===== src/rtl/booth_multiplier_seq.sv =====
// rtl/booth_multiplier_seq.sv - sequential radix-2 Booth signed multiplier, one step per clock
// The adder/subtractor is the only arithmetic element; the FSM sequences it.

module adder_subtractor_nbit #(
  parameter int n = 4
) (
  input  logic [n-1:0] x,
  input  logic [n-1:0] y,
  input  logic         add_n,
  output logic [n-1:0] s,
  output logic         c_out,
  output logic         overflow
);
  logic [n-1:0] w_y;
  logic [n:0]   w_full;

  assign w_y      = y ^ {n{add_n}};
  assign w_full   = {1'b0, x} + {1'b0, w_y} + {{n{1'b0}}, add_n};
  assign s        = w_full[n-1:0];
  assign c_out    = w_full[n];
  assign overflow = (x[n-1] == w_y[n-1]) && (s[n-1] != x[n-1]);
endmodule

module booth_multiplier_seq #(
  parameter int n = 4
) (
  input  logic           clk,
  input  logic           reset,
  input  logic           start,
  input  logic [n-1:0]   multiplicand,
  input  logic [n-1:0]   multiplier,
  output logic           busy,
  output logic           done,
  output logic [2*n-1:0] product
);
  localparam int CW = $clog2(n) + 1;

  typedef enum logic [1:0] {S_IDLE, S_CALC, S_DONE} state_t;

  state_t         r_state, w_next;
  logic [n:0]     r_a, r_mx;
  logic [n-1:0]   r_q;
  logic           r_qm1;
  logic [CW-1:0]  r_cnt;
  logic [2*n-1:0] r_product;

  logic           w_load, w_finish;
  logic [n:0]     w_sum, w_a_new, w_a_sh;
  logic [n-1:0]   w_q_sh;
  logic           w_unused_c_out, w_unused_ovf;

  // Subtract on a 1->0 Booth transition (10), add on 0->1 (01).
  adder_subtractor_nbit #(.n(n+1)) u_addsub (
    .x        (r_a),
    .y        (r_mx),
    .add_n    (r_q[0] & ~r_qm1),
    .s        (w_sum),
    .c_out    (w_unused_c_out),
    .overflow (w_unused_ovf)
  );

  assign w_a_new = (r_q[0] ^ r_qm1) ? w_sum : r_a;
  assign w_a_sh  = {w_a_new[n], w_a_new[n:1]};
  assign w_q_sh  = {w_a_new[0], r_q[n-1:1]};
  assign product = r_product;

  always_ff @(posedge clk or posedge reset) begin
    if (reset) r_state <= S_IDLE;
    else       r_state <= w_next;
  end

  always_comb begin
    w_next   = r_state;
    busy     = 1'b0;
    done     = 1'b0;
    w_load   = 1'b0;
    w_finish = 1'b0;
    case (r_state)
      S_IDLE: begin
        if (start) begin
          w_load = 1'b1;
          w_next = S_CALC;
        end
      end
      S_CALC: begin
        busy = 1'b1;
        if (r_cnt == '0) begin
          w_finish = 1'b1;
          w_next   = S_DONE;
        end
      end
      S_DONE: begin
        done = 1'b1;
        if (start) begin
          w_load = 1'b1;
          w_next = S_CALC;
        end else begin
          w_next = S_IDLE;
        end
      end
      default: w_next = S_IDLE;
    endcase
  end

  always_ff @(posedge clk or posedge reset) begin
    if (reset) begin
      r_a       <= '0;
      r_q       <= '0;
      r_qm1     <= 1'b0;
      r_mx      <= '0;
      r_cnt     <= '0;
      r_product <= '0;
    end else if (w_load) begin
      r_a   <= '0;
      r_q   <= multiplier;
      r_qm1 <= 1'b0;
      r_mx  <= {multiplicand[n-1], multiplicand};
      r_cnt <= CW'(n - 1);
    end else if (r_state == S_CALC) begin
      r_a   <= w_a_sh;
      r_q   <= w_q_sh;
      r_qm1 <= r_q[0];
      if (w_finish) r_product <= {w_a_sh[n-1:0], w_q_sh};
      else          r_cnt     <= r_cnt - CW'(1);
    end
  end
endmodule


===== config.mk =====
export PLATFORM = sky130hd
export DESIGN_NAME = booth_multiplier_seq
export DESIGN_NICKNAME = d
export VERILOG_FILES = /design/src/rtl/booth_multiplier_seq.sv
export SDC_FILE = /design/constraint.sdc
export NUM_CORES = 1
export LEC_CHECK = 0
export ABC_CLOCK_PERIOD_IN_PS = 2090
export CAP_MARGIN = 10
export CORE_ASPECT_RATIO = 1.25
export CORE_MARGIN = 2
export CORE_UTILIZATION = 48
export DETAILED_ROUTE_END_ITERATION = 16
export GPL_TIMING_DRIVEN = 0
export PLACE_DENSITY = 0.77
export SYNTH_ARGS = -nofsm -noshare
export SYNTH_HDL_FRONTEND = slang
export SYNTH_HIERARCHICAL = 1
export SYNTH_SLANG_ARGS = --single-unit

===== constraint.sdc =====
create_clock -name clk -period 2.09 [get_ports clk]
set_input_delay 0.418 -clock clk [delete_from_list [all_inputs] [get_ports clk]]
set_output_delay 0.418 -clock clk [all_outputs]
set_load 0.005 [all_outputs]

==> metrics.yaml <==
ff_latch_area_um2: 650.6
finalHoldViolCount: 0
ff2ff_setup_slack_ns: -0.11
syn_area_per_cell_um2: 10.53
synth_area_mm2: 0.001359
dr.pass1.iters: 4
ctsHtreeMaxLevel: 1
wl_per_cell_um: 13.42
clkLatencyLatePin_ns: 0.32
syn_inst: 129
place.gp.congestion: 0.7657
violations: "negative setup slack"
fillers: 234
cap_violations: 0
cp_data_required_time_ns: 2.35
start_kind: "flip-flop"
cp-end-kind: "flip-flop"
path_common_cell: "inv_2"
die_h_um: 63.49
drive_gt1_share_pct: 20.38
setup_ws_ns: -0.1068
path_clk_slew_ns: 0.13
fmaxAchievable_ghz: 0.4552
core_area_mm2: 0.002680
worstReg2RegStart: "r_qm1"
cp_slowest_stage_delay_ns: 0.42
critPathTopFamily: "adder cells"
fp.dieW_um: 51.59
gr-usage-all-layers_pct: 18.13
path_max_fanout: 4
cp.buffers_inverters: 2
crit_chain: "inv_2 -> ha_4 -> xor2_2 -> inv_2 -> fa_2 -> nand2b_4 -> a22oi_2 -> xor2_1 -> nor2b_4 -> a21oi_2 -> o21ai_1"
fin_crit_sh_pct: 105.1
wl_um: 2563
drt.antenna.violating_nets: 0
rows: 21
ff2ff_path_depth: 11
utilization_pct: 64.05
power.leakage_nw: 0.8402
status: "complete, but fails checks"
pwr_density_cell_mw_per_mm2: 1832
setup_viol: 2
antennaDiodeCount: 0
relSlewSlack_pct: 35.64
areaGrowthSynthToFinish_pct: 26.34
p_total_mw: 3.146
cts.root.buffer_cell: "clkbuf_4"
grt_max_degree: 27
cp.arrival_ns: 2.45
antenna_found_initial: 0
worst_slew_pin_slew_ns: 0.9644
nets: 178
start_util_pct: 50.70
ir_drop_mv: 1.132
cts_tree: "done"
crit_start: "r_qm1"
r2r_end: "product[7]"
slew_viol_final: 0
cts_buffers: 3
vias_per_cell: 5.204
ys_warn_count: 6
worstSetupPathType: "flip-flop to flip-flop"
multiInputGateArea_um2: 673.1
cp_num_cells: 11
grt_overflow_total: 0
post-route-drc-count: 0
critPathSlowestCell: "dfrtp_1"
period_needed_ns: 2.197
drt_iter0_drc: 37
grt_pass1_vias: 1114
rsz0062_at_grt: "yes"
num_io_pins: 21
vias: 994
clock-sinks: 26
grt_first_pass_wirelength_um: 4464
hold_class: "flip-flop to flip-flop"
hpwl_um: 1942
dieArea_mm2: 0.003275
synthesis.nets: 148
crit_end: "product[7]"
clockBufferDepth: 2
io_buffer_count: 20
skew_ns: 0.002704
## repair_timing
item	CTS	global route
setup buffers	5	1
resized for setup	4	8
hold endpoints to repair	0	0
hold buffers	0	0
pin swaps	2	7
setup endpoints to repair	4	8
## sequential cells by signal, indices dropped and copies added (netlist names)
signal	flops
product	8
r_a	4
r_mx	4
r_q	4
r_cnt	3
r_state	2
r_qm1	1
## worst register-to-register path, delay by kind of cell (launching register included)
| kind | cells | cell delay, ns |
|---|---|---|
| DFF | 1 | 0.42 |
| and+or+nand+nor | 2 | 0.32 |
| buffers and inverters | 2 | 0.14 |
| adders and majority gates | 2 | 0.57 |
| xor gates and xnor gates | 2 | 0.34 |
| AOI/OAI and AO/OA | 3 | 0.34 |
## through the flow
step / hold WS (ns) / setup slack (ns) / cells / setup TNS (ns) / area (µm²)
finish: 0.5010 / -0.1068 / 191 / -0.1547 / 1717
global route: 0.5514 / -0.2250 / 191 / -0.6601 / 1717
floorplan: 0.4580 / -0.001519 / 129 / -0.001519 / 1374
detailed placement: 0.4783 / -0.3075 / 183 / -0.5466 / 1617
global placement: 0.4654 / -0.2009 / 183 / -0.3113 / 1617
CTS: 0.5092 / -0.1260 / 191 / -0.2091 / 1695
## layout make-up
class	count	share of cell area, %
Clock buffer	3	1.312
Tap cell	34	2.478
Timing Repair Buffer	26	14.43
Buffer	5	1.749
Inverter	12	2.915
Sequential cell	26	37.90
Multi-Input combinational cell	85	39.21
## placed cells by master, fill, tap and decap left out, drive strengths merged
cell type      count
a22o               2
nor3               1
fa                 1
clkbuf             4
a221o              1
clkdlybuf4s50     19
xnor2              3
nor3b              1
nand3b             1
nor2               3
a21oi              3
a22oi              4
buf               10
and2b              1
o21ai              7
ha                 7
o2bb2ai            3
dlymetal6s2s       1
inv               12
mux2i              6
xor2               6
nand2b             3
dfrtp             26
nor2b              2
mux2               4
nand2             23
nand3              3
## report_power, final
part / switching [mW] / internal (mW)
sequential: 0.187 / 0.744
combinational: 0.947 / 1.06
clock: 0.140 / 0.0676
total: 1.28 / 1.87
## routing by layer
metal  up-vias  global-route usage [%]  wire length, µm
met4         0                   9.211               51
met3         5                   1.896               55
met1       492                   19.02             1023
li1        485                       -                -
met2        12                   34.13             1433
met5         -                       0                0
## how the worst min path moves through the flow
| stage | slack [ns] | depth (start not counted) | start | end |
|---|---|---|---|---|
| floorplan | 0.46 | 1 | reset | product[0] |
| global route | 0.55 | 2 | product[4] | product[4] |
| global placement | 0.47 | 2 | product[3] | product[3] |
| finish | 0.50 | 2 | product[4] | product[4] |
| CTS | 0.51 | 2 | product[4] | product[4] |
| detailed placement | 0.48 | 2 | product[4] | product[4] |
No activity file was read; power rests on OpenSTA's default activity.
